$ cat src/rtl/serial_operand_serializer_if.sv
// rtl/serial_operand_serializer_if.sv - operand-in / bit-serial-out bus for serial_operand_serializer
interface serial_operand_serializer_if #(
    parameter int WIDTH = 8
);
    logic             in_valid;
    logic             in_ready;
    logic [WIDTH-1:0] in_a;
    logic [WIDTH-1:0] in_b;
    logic             ser_a;
    logic             ser_b;
    logic             ser_valid;
    logic             ser_first;
    logic             ser_last;
    logic             carry_clr;

    modport master (
        output in_valid, in_a, in_b,
        input  in_ready, ser_a, ser_b, ser_valid, ser_first, ser_last, carry_clr
    );

    modport slave (
        input  in_valid, in_a, in_b,
        output in_ready, ser_a, ser_b, ser_valid, ser_first, ser_last, carry_clr
    );
endinterface

$ cat src/rtl/serial_operand_serializer.sv
// rtl/serial_operand_serializer.sv - parallel-to-serial operand front end for the bit-serial adder
module serial_operand_serializer #(
    parameter int WIDTH = 8
) (
    input  logic                          clk,
    input  logic                          rst,
    serial_operand_serializer_if.slave    bus
);
    localparam int              CW       = $clog2(WIDTH);
    localparam logic [CW-1:0]   CNT_LAST = CW'(WIDTH - 1);

    typedef enum logic {IDLE, SHIFT} state_t;

    state_t           state_q, state_d;
    logic [CW-1:0]    cnt_q, cnt_d;
    logic [WIDTH-1:0] sh_a_q, sh_a_d;
    logic [WIDTH-1:0] sh_b_q, sh_b_d;

    logic on_last;
    logic in_ready;
    logic accept;

    always_ff @(posedge clk) begin
        state_q <= state_d;
        cnt_q   <= cnt_d;
        sh_a_q  <= sh_a_d;
        sh_b_q  <= sh_b_d;
    end

    // Accepting during the last bit reloads directly, giving back-to-back words with no bubble.
    always_comb begin
        on_last  = (state_q == SHIFT) && (cnt_q == CNT_LAST);
        in_ready = !rst && ((state_q == IDLE) || on_last);
        accept   = bus.in_valid && in_ready;

        state_d = state_q;
        cnt_d   = cnt_q;
        sh_a_d  = sh_a_q;
        sh_b_d  = sh_b_q;

        if (rst) begin
            state_d = IDLE;
            cnt_d   = '0;
            sh_a_d  = '0;
            sh_b_d  = '0;
        end else if (accept) begin
            state_d = SHIFT;
            cnt_d   = '0;
            sh_a_d  = bus.in_a;
            sh_b_d  = bus.in_b;
        end else begin
            case (state_q)
                SHIFT: begin
                    sh_a_d = sh_a_q >> 1;
                    sh_b_d = sh_b_q >> 1;
                    if (on_last) begin
                        state_d = IDLE;
                        cnt_d   = '0;
                    end else begin
                        cnt_d = cnt_q + CW'(1);
                    end
                end
                default: begin
                    state_d = IDLE;
                end
            endcase
        end
    end

    assign bus.in_ready  = in_ready;
    assign bus.carry_clr = accept;
    assign bus.ser_valid = (state_q == SHIFT);
    assign bus.ser_a     = (state_q == SHIFT) && sh_a_q[0];
    assign bus.ser_b     = (state_q == SHIFT) && sh_b_q[0];
    assign bus.ser_first = (state_q == SHIFT) && (cnt_q == '0);
    assign bus.ser_last  = on_last;
endmodule

$ cat src/flat_wrapper.sv
// flat-port wrapper written by rule: the top's interface ports become plain ports
module serial_operand_serializer_flat 
#(
    parameter int WIDTH = 8
)
  (clk, rst, bus_in_valid, bus_in_a, bus_in_b, bus_in_ready, bus_ser_a, bus_ser_b, bus_ser_valid, bus_ser_first, bus_ser_last, bus_carry_clr);
  serial_operand_serializer_if #(.WIDTH(WIDTH)) bus_i ();
  input  logic clk;
  input  logic rst;
  input wire logic [$bits(bus_i.in_valid)-1:0] bus_in_valid;
  input wire logic [$bits(bus_i.in_a)-1:0] bus_in_a;
  input wire logic [$bits(bus_i.in_b)-1:0] bus_in_b;
  output wire logic [$bits(bus_i.in_ready)-1:0] bus_in_ready;
  output wire logic [$bits(bus_i.ser_a)-1:0] bus_ser_a;
  output wire logic [$bits(bus_i.ser_b)-1:0] bus_ser_b;
  output wire logic [$bits(bus_i.ser_valid)-1:0] bus_ser_valid;
  output wire logic [$bits(bus_i.ser_first)-1:0] bus_ser_first;
  output wire logic [$bits(bus_i.ser_last)-1:0] bus_ser_last;
  output wire logic [$bits(bus_i.carry_clr)-1:0] bus_carry_clr;
  assign bus_i.in_valid = bus_in_valid;
  assign bus_i.in_a = bus_in_a;
  assign bus_i.in_b = bus_in_b;
  assign bus_in_ready = bus_i.in_ready;
  assign bus_ser_a = bus_i.ser_a;
  assign bus_ser_b = bus_i.ser_b;
  assign bus_ser_valid = bus_i.ser_valid;
  assign bus_ser_first = bus_i.ser_first;
  assign bus_ser_last = bus_i.ser_last;
  assign bus_carry_clr = bus_i.carry_clr;
  serial_operand_serializer #(.WIDTH(WIDTH)) u_core (.clk(clk), .rst(rst), .bus(bus_i));
endmodule
$ cat config.mk
export PLATFORM = sky130hd
export DESIGN_NAME = serial_operand_serializer_flat
export DESIGN_NICKNAME = d
export VERILOG_FILES = /design/src/rtl/serial_operand_serializer_if.sv /design/src/rtl/serial_operand_serializer.sv /design/src/flat_wrapper.sv
export SDC_FILE = /design/constraint.sdc
export NUM_CORES = 1
export LEC_CHECK = 0
export ABC_CLOCK_PERIOD_IN_PS = 2100
export CORE_MARGIN = 4
export CORE_UTILIZATION = 36
export DETAILED_ROUTE_END_ITERATION = 6
export PLACE_DENSITY = 0.58
export SLEW_MARGIN = 20
export SYNTH_ARGS = -nofsm -noshare
export SYNTH_HDL_FRONTEND = slang
export SYNTH_SLANG_ARGS = --single-unit
$ cat constraint.sdc
create_clock -name clk -period 2.1 [get_ports clk]
set_input_delay 0.315 -clock clk [delete_from_list [all_inputs] [get_ports clk]]
set_output_delay 0.315 -clock clk [all_outputs]
set_load 0.05 [all_outputs]
* Word-level counts from Yosys, hierarchy flattened
Index checks and enable logic that the tools add are counted.
** Storage, ports and cells
- Word-level logic and storage cells :: 26
- Output and inout port bits :: 7
- Register bits :: 20
** Operators by class
- Bitwise logic cells :: 1
- Reductions and logical operators :: 11
- Eq/ne operators :: 1
- $add $sub $neg :: 1
- Multiplexer cells :: 8
** Operators with widths (count)
- 2-to-1 mux 8 bit :: 4
- logical AND 1 bit :: 6
- adder 3 x 1 -> 3 bit (second input constant) :: 1
- equality test 3 bit (second input constant) :: 1
- zero test 3 bit :: 1
- 2-to-1 mux 1 bit :: 3
- 2-to-1 mux 3 bit :: 1
- nonzero test 2 bit :: 1
- OR reduction 2 bit :: 1
- zero test 1 bit :: 1
- logical OR 1 bit :: 1
- inverter 1 bit :: 1

* Logic depth before layout (Yosys ltp)
- Word-level depth :: 6
- Depth in mapped cells :: 6
- Depth with buffers taken out :: 5

* Worst setup path before layout
Ideal clock, no wire load.
- Path kind :: register to output
- Start :: register u_core.cnt_q[0]
- End :: output port bus_carry_clr
- Path slack :: 0.035 ns
- Data arrival time :: 1.750 ns
- Stages on the path, launching flop included :: 7
- Buffers on the path :: 1
- Cells stage by stage :: dfxtp_1 ha_1 ha_1 nand2b_4 nand2_4 buf_6 nor2_1
** On the way
- Longest elaborated chain between the ends :: 5
** Ends and longest elaborated chain
- start, declared :: RTL line serial_operand_serializer.sv:15 : logic [CW-1:0] cnt_q, cnt_d;
- start signal, assigned :: RTL line serial_operand_serializer.sv:25 : cnt_q <= cnt_d;
- equality test 3 bit :: RTL line serial_operand_serializer.sv:32 : on_last = (state_q == SHIFT) && (cnt_q == CNT_LAST);
- logical AND 1 bit :: RTL line serial_operand_serializer.sv:32
- logical OR 1 bit :: RTL line serial_operand_serializer.sv:33 : in_ready = !rst && ((state_q == IDLE) || on_last);
- logical AND 1 bit :: RTL line serial_operand_serializer.sv:33
- logical AND 1 bit :: RTL line serial_operand_serializer.sv:34 : accept = bus.in_valid && in_ready;
- end, declared :: RTL line flat_wrapper.sv:19 : output wire logic [$bits(bus_i.carry_clr)-1:0] bus_carry_clr;
No other way between the ends.

* Final worst setup path
- Start :: register u_core.cnt_q[0]
- End :: output port bus_in_ready
** On the way
- Longest elaborated chain between the ends :: 4
** Ends and longest elaborated chain
- equality test 3 bit :: RTL line serial_operand_serializer.sv:32
- logical AND 1 bit :: RTL line serial_operand_serializer.sv:32
- logical OR 1 bit :: RTL line serial_operand_serializer.sv:33
- logical AND 1 bit :: RTL line serial_operand_serializer.sv:33
- end, declared :: RTL line flat_wrapper.sv:13 : output wire logic [$bits(bus_i.in_ready)-1:0] bus_in_ready;
No other way between the ends.

==> metrics.md <==
| Metric | Value |
|---|---|
| Detailed Place HPWL | `1600 um` |
| Fillers | `slightly below 300` |
| H-tree depth | `1` |
| Num CTS Buffers | `3` |
| LEAKAGE | `a little under 0.6 nW` |
| CP Capture Type | `output pin` |
| Met2 Use GR | `19.1%` |
| Reg2reg start | `u_core.cnt_q[0]` |
| PortBufs | `25` |
| Synth warn | `0` |
| Ant diodes | `0` |
| Power Total | `0.886 mW` |
| Setup violations, final | `0` |
| Initial antenna violation count | `0` |
| PwrDens | `578 nW/um^2` |
| Core Box Area | `3050 sq um` |
| Worst Hold End | `u_core.sh_b_q[7]` |
| Post-Route WL | `2170 um` |
| Final period utilization | `93.6%` |
| Post-Place Cells | `172` |
| Rel. slew slack | `69.8%` |
| Slowest cell on the critical path | `dfxtp_2` |
| Clock Path Buffers | `2` |
| Syn Std Cell Area | `between 1000 and 1500 sq um` |
| Die height | `around 64 um` |
| ANT nets after route | `0` |
| Syn avg cell area | `10.9 sq um` |
| Finished Cell Area | `1530 sq um` |
| Final Hold Vio Count | `0` |
| Reg clk slew, reported paths | `0.12 ns` |
| Multi-input logic area | `656 sq um` |
| 1st-iter DRT viols | `41` |
| Hold_sp | `u_core.sh_b_q[7]` |
| Worst hold path depth | `2` |
| Vias per Instance | `between 4 and 5` |
| Die area | `between 4000 and 5000 sq um` |
| I/O pin count | `26` |
| DP Area | `1490 sq um` |
| TritonRoute pass-1 iters | `4` |
| Final Skew | `about 0.0065 ns` |
| R2r worst-path depth | `6` |
| All-Layer GR Usage | `11.6%` |
| Grt met3 use | `under 10%` |
| Crit path DAT | `1.65 ns` |
| Max-cap viol count | `0` |
| Worst VDD drop | `0.241 mV` |
| Syn nets | `127` |
| Setup TNS | `0 ns` |
| Rows | `20` |
| Initial core utilization | `37.6%` |
| FFs w/ async S/R, synth | `0%` |
| Nets | `155` |
| Reg-to-reg endpoint | `u_core.sh_b_q[0]` |
| Width of the die | `64.5 um` |
| Netlist cell types | `26` |
| RSZ-0062 raised after global routing | `false` |
| Final core utilization | `50.2%` |
| # Post-CTS Setup Buffers | `0` |
| Max-slew violations | `0` |
| FF-to-FF setup slack | `0.54 ns` |
| CTS tree | `yes` |
| Hold WC Path Type | `flop to flop` |
| Worst setup path startpoint | `u_core.cnt_q[0]` |
| Sequential share of the synthesized area | `34.9%` |
| WL per Instance | `12.3 um` |
| Yosys reg bits | `20` |
| Status | `finished clean` |
| Final Wtd Congestion | `0.719` |
| Largest net degree at the start of global routing | `23` |
| Area Growth Syn to Fin | `33.4%` |
| Vias | `roughly 860` |
| Least-Margin Pin Slew | `roughly 0.45 ns` |
| Max Fclk | `509 MHz` |
| Tmin final | `1.96 ns` |
| CP max stage delay | `0.37 ns` |
| Vias in the first global route | `~840` |
| Clock Sinks | `20` |
| Clock Tree Root | `clkbuf_4` |
| Crit path max fanout | `7` |
| First-pass GRT wire length | `approximately 3800 um` |
| WS Path Type | `flop to output pin` |
| Predominant post-synthesis flop cell | `dfxtp_1` |
| Crit path required time | `about 1.8 ns` |
| Storage element area | `roughly 400 sq um` |
| GRT overflow | `0` |
| Number of synthesized flops with an enable pin | `0` |
| Busiest grt layer | `met2` |
| Skew-Pair Late Insertion Delay | `0.30 ns` |
| Worst Setup Start Kind | `flop` |
| Syn Inst Count | `105` |
| M1 GR Usage | `14.7%` |
| Layout cells sized above 1 | `33.3%` |
| Worst path cell trace | `ha_1 -> ha_2 -> and2b_2 -> nor2_1 -> buf_12` |
| Post-route insts no fill | `176` |
| Number of remaining DRC errors | `0` |
[flip-flops by register name (all words and copies together) (netlist names)]
register and flops:
u_core.sh_a_q 8, u_core.sh_b_q 8, u_core.cnt_q 3, u_core.bus.ser_valid 1
[through the flow]
| stage | setup slack (ns) | hold WS, ns |
|---|---|---|
| 3_3_place_gp | 0.432 | 0.544 |
| 5_1_grt | 0.0549 | 0.604 |
| 6_report | 0.135 | 0.567 |
| 2_1_floorplan | 0.0355 | 0.431 |
| 3_5_place_dp | 0.390 | 0.554 |
| 4_1_cts | 0.0128 | 0.578 |
[where the power goes]
group          switching, mW  internal [mW]  total, mW
clock network          0.124          0.106      0.230
logic                  0.105          0.123      0.229
registers             0.0188          0.408      0.427
[repair_timing]
action	4_1_cts	5_1_grt
setup endpoints to repair	0	2
hold buffers	0	0
hold endpoints to repair	0	0
resized for setup	0	3
[layout by cell type (no fill, tap or decap), types with 2 or more instances in the layout]
master           synthesis  routed
mux2i_1                 16      16
clkdlybuf4s50_1          0      18
nand2_1                  4       4
buf_4                    0       7
and2_1                   2       2
o32ai_1                  2       2
ha_1                     3       2
dfxtp_1                 20      19
nor2b_1                  5       5
clkbuf_4                 0       3
nor2_1                   8       7
a221oi_2                 9       9
and2b_2                  9       9
inv_1                    3       3
a221oi_1                 5       5
buf_12                   0       7
[critical path, delay by kind of cell, from the launching register on]
family	cells	cell delay, ns
flip-flops	1	0.37
adder cells (fa/ha/maj)	2	0.40
AND/OR/NAND/NOR	2	0.41
buffers and inverters	1	0.17
[cell type report]
| cell class | instances | share of cell area [%] |
|---|---|---|
| clock buffers | 4 | 2.37 |
| inverters | 3 | 0.735 |
| multi-input cells | 73 | 42.8 |
| flip-flops and latches | 20 | 26.2 |
| well taps | 44 | 3.59 |
| repair buffers | 32 | 24.3 |
[how the worst max path moves through the flow]
stage	to	depth (start not counted)
2_1_floorplan	bus_carry_clr	6
3_3_place_gp	bus_carry_clr	6
3_5_place_dp	bus_carry_clr	6
4_1_cts	bus_carry_clr	6
5_1_grt	bus_in_ready	5
6_report	bus_in_ready	5
[cells in the mapped netlist (all sizes together), types with 2 or more instances]
master   n  area share (%)
dfxtp   20              35
mux2i   16              14
a221oi  14              16
and2b   10             7.5
nor2     8             2.6
buf      6             4.8
nand2    5             2.3
nor2b    5             2.7
and2     3             1.7
clkbuf   3             2.7
ha       3             3.3
inv      3            0.98
o32a     2             1.9
o32ai    2             1.5
[cell families after synthesis]
kind of cell	Yosys count	synth area share (%)
AOI/OAI and AO/OA	19	19.4
DFF	20	34.9
muxes	16	13.9
and+or+nand+nor	35	20.0
adders and majority gates	3	3.27
buffers and inverters	12	8.50
[per-layer routing]
metal	share of wire (%)	wire length (um)
met2	44	953
met3	4.2	92
met1	50	1090
met5	0	0
met4	1.6	34
Note: power is estimated with default switching activity, not from simulation.
